<file path="config.mk">
export PLATFORM = sky130hd
export DESIGN_NAME = ifu_fetch
export DESIGN_NICKNAME = d
export VERILOG_FILES = /design/src/rtl/ifu_fetch.sv
export SDC_FILE = /design/constraint.sdc
export NUM_CORES = 1
export LEC_CHECK = 0
export BUFFER_PORTS_ARGS = -buffer_cell sky130_fd_sc_hd__buf_2
export CAP_MARGIN = 10
export CORE_MARGIN = 2
export CORE_UTILIZATION = 55
export CTS_BUF_LIST = sky130_fd_sc_hd__clkbuf_4 sky130_fd_sc_hd__clkbuf_8
export CTS_CLUSTER_DIAMETER = 100
export CTS_CLUSTER_SIZE = 28
export DETAILED_ROUTE_END_ITERATION = 16
export PLACE_DENSITY = 0.94
export RECOVER_POWER = 50
export REMOVE_ABC_BUFFERS = 1
export SETUP_SLACK_MARGIN = 0.4
export SYNTH_ARGS = -nofsm -noshare
export SYNTH_HDL_FRONTEND = slang
export SYNTH_SLANG_ARGS = --single-unit
</file>
<file path="constraint.sdc">
create_clock -name clk -period 9.4 [get_ports clk]
set_input_delay 0 -clock clk [delete_from_list [all_inputs] [get_ports clk]]
set_output_delay 0 -clock clk [all_outputs]
set_load 0.02 [all_outputs]
</file>
<file path="src/rtl/ifu_fetch.sv">
// Instruction fetch stage and IF/ID latch for the five-stage MIPS pipeline.
// Instruction memory answers combinationally: im_instr is valid for im_pc in the same cycle.
module ifu_fetch #(
    parameter logic [31:0] RESET_PC = 32'h0000_3000,
    parameter logic [31:0] IM_BASE  = 32'h0000_3000,
    parameter int unsigned IM_DEPTH = 4096,
    parameter logic [4:0]  EXC_ADEL = 5'd4
) (
    input  logic        clk,
    input  logic        reset,
    output logic [31:0] im_pc,
    input  logic [31:0] im_instr,
    input  logic        stall,
    input  logic        flush,
    input  logic [31:0] flush_target,
    input  logic [1:0]  npc_sel,
    input  logic        branch_taken,
    input  logic [31:0] jr_target,
    output logic [31:0] if_id_instr,
    output logic [31:0] if_id_pc,
    output logic [31:0] if_id_pc8,
    output logic [4:0]  if_id_exc,
    output logic        if_id_valid
);

    localparam logic [1:0] SEL_SEQ    = 2'd0;
    localparam logic [1:0] SEL_BRANCH = 2'd1;
    localparam logic [1:0] SEL_JUMP   = 2'd2;
    localparam logic [1:0] SEL_JR     = 2'd3;

    logic [31:0] pc_q, pc_d;
    logic [31:0] if_id_instr_q, if_id_instr_d;
    logic [31:0] if_id_pc_q, if_id_pc_d;
    logic [4:0]  if_id_exc_q, if_id_exc_d;
    logic        if_id_valid_q, if_id_valid_d;

    logic [31:0] im_offset;
    logic        fetch_fault;
    logic [31:0] seq_pc;
    logic [31:0] ifid_pc4;
    logic [31:0] br_offset;
    logic [1:0]  eff_sel;
    logic [31:0] next_pc;

    // Out-of-window fetches capture a nop and carry the address-error code downstream.
    assign im_offset   = pc_q - IM_BASE;
    assign fetch_fault = (pc_q[1:0] != 2'b00) || (pc_q < IM_BASE) ||
                         ({2'b00, im_offset[31:2]} >= IM_DEPTH);

    assign seq_pc    = pc_q + 32'd4;
    assign ifid_pc4  = if_id_pc_q + 32'd4;
    assign br_offset = {{14{if_id_instr_q[15]}}, if_id_instr_q[15:0], 2'b00};
    // A bubble in IF/ID carries no control, so only sequential fetch is meaningful then.
    assign eff_sel   = if_id_valid_q ? npc_sel : SEL_SEQ;

    always_comb begin
        next_pc = seq_pc;
        case (eff_sel)
            SEL_SEQ:    next_pc = seq_pc;
            SEL_BRANCH: next_pc = branch_taken ? (ifid_pc4 + br_offset) : seq_pc;
            SEL_JUMP:   next_pc = {ifid_pc4[31:28], if_id_instr_q[25:0], 2'b00};
            SEL_JR:     next_pc = jr_target;
            default:    next_pc = seq_pc;
        endcase
    end

    // flush beats stall beats normal advance; the delay-slot fetch is never squashed.
    always_comb begin
        pc_d          = pc_q;
        if_id_instr_d = if_id_instr_q;
        if_id_pc_d    = if_id_pc_q;
        if_id_exc_d   = if_id_exc_q;
        if_id_valid_d = if_id_valid_q;
        if (flush) begin
            pc_d          = flush_target;
            if_id_instr_d = 32'h0;
            if_id_pc_d    = 32'h0;
            if_id_exc_d   = 5'd0;
            if_id_valid_d = 1'b0;
        end else if (!stall) begin
            pc_d          = next_pc;
            if_id_instr_d = fetch_fault ? 32'h0 : im_instr;
            if_id_pc_d    = pc_q;
            if_id_exc_d   = fetch_fault ? EXC_ADEL : 5'd0;
            if_id_valid_d = 1'b1;
        end
    end

    always_ff @(posedge clk or negedge reset) begin
        if (!reset) begin
            pc_q          <= RESET_PC;
            if_id_instr_q <= 32'h0;
            if_id_pc_q    <= 32'h0;
            if_id_exc_q   <= 5'd0;
            if_id_valid_q <= 1'b0;
        end else begin
            pc_q          <= pc_d;
            if_id_instr_q <= if_id_instr_d;
            if_id_pc_q    <= if_id_pc_d;
            if_id_exc_q   <= if_id_exc_d;
            if_id_valid_q <= if_id_valid_d;
        end
    end

    assign im_pc       = pc_q;
    assign if_id_instr = if_id_instr_q;
    assign if_id_pc    = if_id_pc_q;
    assign if_id_pc8   = if_id_pc_q + 32'd8;
    assign if_id_exc   = if_id_exc_q;
    assign if_id_valid = if_id_valid_q;

endmodule

</file>
* Word level (Yosys, flattened, before mapping) *
Cells that the tools add are included.

cells by class
  add/sub/neg operators = 5
  $lt $le $gt $ge = 2
  equality and inequality tests = 4
  muxes and demuxes = 15
  reduce and logical (&&, ||, !) cells = 4

operator list
  kind                      number
  $mux W32                  8
  $pmux W32 S4              1
  $add A32 B3 Y32 const B   2
  $add A32 B32 Y32          1
  $add A32 B4 Y32 const B   1
  $lt A32 B14 Y1 const B    1
  $sub A32 B14 Y32 const B  1
  $ge A30 B13 Y1 const B    1
  $mux W5                   2
  $eq A2 B2 Y1 const B      2
  $mux W3                   1
  $eq A2 B1 Y1 const B      1
  $logic_not A2 Y1          1
  $logic_or A1 B1 Y1        2
  $mux W1                   2
  $mux W2                   1
  $ne A2 B1 Y1 const B      1
  $reduce_bool A2 Y1        1

word-level totals
  flip-flop bits (word level) = 102
  input bits = 103
  output and inout bits = 134
  word-level logic and storage cells = 35

* Depth between registers and ports, before layout *
  depth in word-level cells = 6
  gate-level depth with buffers = 18
  gate-level depth less buffers = 16

* Least setup slack after synthesis *
No wires, ideal clock.

  kind = flip-flop to flip-flop
  start = register if_id_pc_q[4] (netlist: if_id_pc[4])
  end = register pc_q[31] (netlist: im_pc[31])
  library setup time = 124 ps
  data arrival time = 3,821 ps
  required time = 9,276 ps
  slack = 5,455 ps
  cell stages (with the launch flop) = 18
  buffers on the path = 2
  period minus slack after synthesis = 3,945 ps
  path through = dfrtp_1 ha_1 and4_1 and3_1 nor2b_1 and3_1 clkbuf_1 nand2_1 xnor2_1 ha_1 clkbuf_1 nand3_1 or2_2 o22a_1 nor2b_1 a21oi_1 mux2i_1 o31a_1

between the ends
  word-level cells in the longest chain between the ends = 6

RTL lines
  what                      RTL line  RTL
  start: declaration        33        logic [31:0] if_id_pc_q, if_id_pc_d;
  start signal: assignment  99        if_id_pc_q <= if_id_pc_d;
  $add A32 B3 Y32 *         51        assign ifid_pc4 = if_id_pc_q + 32'd4;
  $add A32 B32 Y32          60        SEL_BRANCH: next_pc = branch_taken ? (ifid_pc4 + br_offset) : seq_pc;
  $mux W32                  60
  $pmux W32 S4 *            58        case (eff_sel)
  $mux W32 *                80        end else if (!stall) begin
  $mux W32 *                74        if (flush) begin
  end signal: assignment    97        pc_q <= pc_d;
  end: declaration          31        logic [31:0] pc_q, pc_d;

Every way passes the cells marked *; elsewhere a longest branch is shown, timed or not. The select of a mux whose other input is x is not followed.
A chain may end at the register's enable or synchronous reset.

* Worst setup path in the final report *
  start = input port flush
  end = register pc_q[29] (netlist: im_pc[29])

between the ends
  word-level cells in the longest chain between the ends = 1
  elaborated cells on any way between the ends = 2
  classes of those cells = 1 x eq/ne; 1 x mux

RTL lines
  what                                                RTL line  RTL
  start: declaration                                  14        input logic flush,
  $ne A2 B1 Y1 (no line) or $mux W32 (tied branches)  n/a

Several ways; a longest one is shown, not always the timed one.

==> summary.txt <==
Synth
  – Register area share after synthesis: 28.6%
  – Gate count of the mapped netlist: 1079
  – Mean post-synth cell area: 7.95 sq um
  – Ys Warns: 0
  – Top FF cell, synth: dfrtp_1
  – Netlist Area Pre-Place: 8580 sq um
  – EDFF count, synth: 0
  – FF+latch count, synth: 98
  – Unique masters post-synth: 73
  – Ys async rst share: 100%

Detailed routing
  – WL final: 32.8 mm
  – Via count: 9982
  – Drt pass-1 iters: 6
  – Antenna-violating nets left: 0
  – Vias/cell: 6.59
  – WL/cell: 21.7 um
  – Number of DRC markers in iteration 0: 1436
  – # DRC: 0

Timing
  – # setup viols final: 0
  – Fin crit share: 58.1%
  – Slew HR: -86.7%
  – Hold_ws: 0.0285 ns
  – Worst-Margin Slew: 2.80 ns
  – Final Hold Fails: 0
  – Skew final: 0.0140 ns
  – Min Tclk post-route: 5.46 ns
  – Fmax: 0.183 GHz
  – Unrepaired setup endpoints after global routing: no
  – TNS Setup: 0 ns
  – Final worst setup slack: 3.94 ns
  – Max-slew violation count: 127

Clock network
  – Clk sinks: 98
  – CTS tree: built
  – Inserted Clock Buffers: 9
  – H-tree levels: 3
  – CTS resizes: 0
  – Post-CTS Setup Inserts: 0
  – CTS Root Buffer Type: clkbuf_8
  – Hold_buf cts: 62
  – Clk Latency, worst-skew pair: 0.40 ns
  – Reg clk slew, reported paths: 0.10 ns
  – CTS Buffer Depth: 2

Global routing
  – Grt ovf: 0
  – Vias in the first global route: 9311
  – Largest net degree at the start of global routing: 58
  – Overall Global Routing Usage: 39.4%
  – First-pass GRT wire length: 50.7 mm
  – Antenna violations before repair: 1

Layout
  – Synth-to-Final Area Change: 21.8%
  – Fin nets: 1461
  – Most frequent cells in the layout: buf_2, nand2_1, clkbuf_1
  – Fillers: 1285
  – Final core occ: 68.7%
  – Most common cell after layout, fill and taps aside: buf_2
  – Layout cells sized above 1: 13.2%
  – Fin cells: 1514
  – Fin area: 10400 sq um

Setup path
  – CP arrival: 5.75 ns
  – Crit. End Element: flop
  – CP Cell Sequence: clkbuf_1, clkbuf_1, inv_1, and3_1, a21oi_1, o311a_1, a32oi_1, dlygate4sd3_1
  – CP Class: input pin to flop
  – Crit-path most repeated cell: clkbuf_1
  – Crit path max fanout: 57
  – Crit-path max cell delay: 2.06 ns
  – Critical path data required time: 9.69 ns
  – Slowest-stage cell, CP: clkbuf_1
  – Delay-heaviest family, CP: buffers and inverters
  – Buf+Inv Stages, Crit Path: 4
  – Setup crit start kind: input pin

Place
  – DPL Wire Length: 23.0 mm
  – Placed cell count: 1435
  – Quantity of I/O buffers inserted on ports: 232
  – Routability cong.: 1.04
  – Setup slack at placement: 5.10 ns
  – DP Area: 9760 sq um

Floorplan
  – Die ar.: 16600 sq um
  – FP Rows: 45
  – Core ar.: 15200 sq um
  – Initial core utilization: 56.4%
  – Chip height: 129 um
  – I/O pins: 237
  – Die width: 129 um

Pwr
  – Leak: 4.77 nW
  – Pwr per Cell Area: 109 nW/um^2
  – Worst vdd ir: 0.0678 mV
  – Tot Pwr: 1.14 mW

Status
  – Violated checks: max-capacitance violations, max-slew violations
  – Status: finished with violations

Worst hold path
  – Hold Crit Class: input pin to flop

Run
  – # Max-Cap Violations: 3
[logic make-up (layout without fill, tap and decap cells)]
kind of cell             Yosys count  after routing  share of synthesized area [%]
AND/OR/NAND/NOR                  403            403                           22.7
buffers and inverters            102            345                           4.86
AO/OA/AOI/OAI                    303            303                           23.7
flip-flops                        98             98                           28.6
other                              1              5                         0.0437
adder cells (fa/ha/maj)           38             38                           5.63
multiplexers                      45             45                           5.29
XOR/XNOR                          89             89                           9.09
[cells in the mapped netlist (all sizes together), types with 4 or more instances]
| cell | instances | area (sq um) |
|---|---|---|
| nand2 | 122 | 460 |
| dfrtp | 96 | 2400 |
| nor2 | 92 | 345 |
| a21oi | 70 | 350 |
| o21ai | 68 | 340 |
| clkbuf | 57 | 215 |
| xnor2 | 49 | 429 |
| nand3 | 48 | 240 |
| mux2i | 42 | 420 |
| xor2 | 40 | 350 |
| ha | 37 | 463 |
| a22o | 36 | 315 |
| nand4 | 25 | 156 |
| and3 | 24 | 150 |
| nor3 | 24 | 125 |
| inv | 23 | 86.3 |
| buf | 22 | 115 |
| a21o | 13 | 97.6 |
| o21a | 13 | 97.6 |
| a211oi | 12 | 90.1 |
| and2 | 11 | 68.8 |
| o211ai | 11 | 82.6 |
| nor2b | 10 | 62.6 |
| and4 | 9 | 78.8 |
| o22ai | 9 | 56.3 |
| or3 | 9 | 56.3 |
| nor4 | 8 | 50.1 |
| o31ai | 7 | 52.6 |
| a221oi | 6 | 52.6 |
| nand2b | 6 | 37.5 |
| a21boi | 5 | 37.5 |
| a22oi | 5 | 37.5 |
| a31oi | 5 | 31.3 |
| a32oi | 5 | 43.8 |
| nor3b | 5 | 37.5 |
| o31a | 4 | 35.0 |
[metal layers]
layer / up-vias / GRT usage (%) / share of wire [%]
met5: - / 0 / 0
met4: 0 / 18.5 / 4.8
met3: 165 / 8.73 / 13
met2: 792 / 60.8 / 45
met1: 4610 / 52.9 / 37
li1: 4415 / - / -
[power by group]
group          total, mW  internal (mW)  switching, mW
Combinational      0.340          0.130          0.210
Sequential         0.516          0.447         0.0691
Clock              0.284          0.117          0.167
[layout make-up]
class / instances / area [sq um] / area share, %
tap: 188 / 235 / 2.25
clock buffer: 12 / 165 / 1.58
multi-input combinational: 882 / 5730 / 54.9
antenna: 1 / 2.50 / 0.0239
clock inverter: 4 / 25.0 / 0.239
inverter: 23 / 86.3 / 0.826
sequential: 98 / 2450 / 23.5
timing repair buffer: 306 / 1750 / 16.7
[state kept, by name, indices dropped and copies added (netlist names)]
name         cells
if_id_instr     32
if_id_pc        32
im_pc           32
if_id_exc        1
if_id_valid      1
[worst paths after layout]
path / from / slack, ns / end / cells past startpoint
max: flush / 3.94 / im_pc[29] / 8
min: flush_target[23] / 0.03 / im_pc[23] / 3
max reg2reg: if_id_pc[4] / 4.57 / im_pc[29] / 16
min reg2reg: if_id_instr[26] / 0.52 / if_id_instr[26] / 1
max in group asynchronous: reset / 6.66 / if_id_pc[21] / 3
min in group asynchronous: reset / 0.90 / if_id_instr[3] / 2
[worst min-delay path, stage by stage]
cell,delay [ns]
buf_2,0.09
o2bb2ai_1,0.10
nor3_1,0.18
Power figures use the tool's default switching activity.
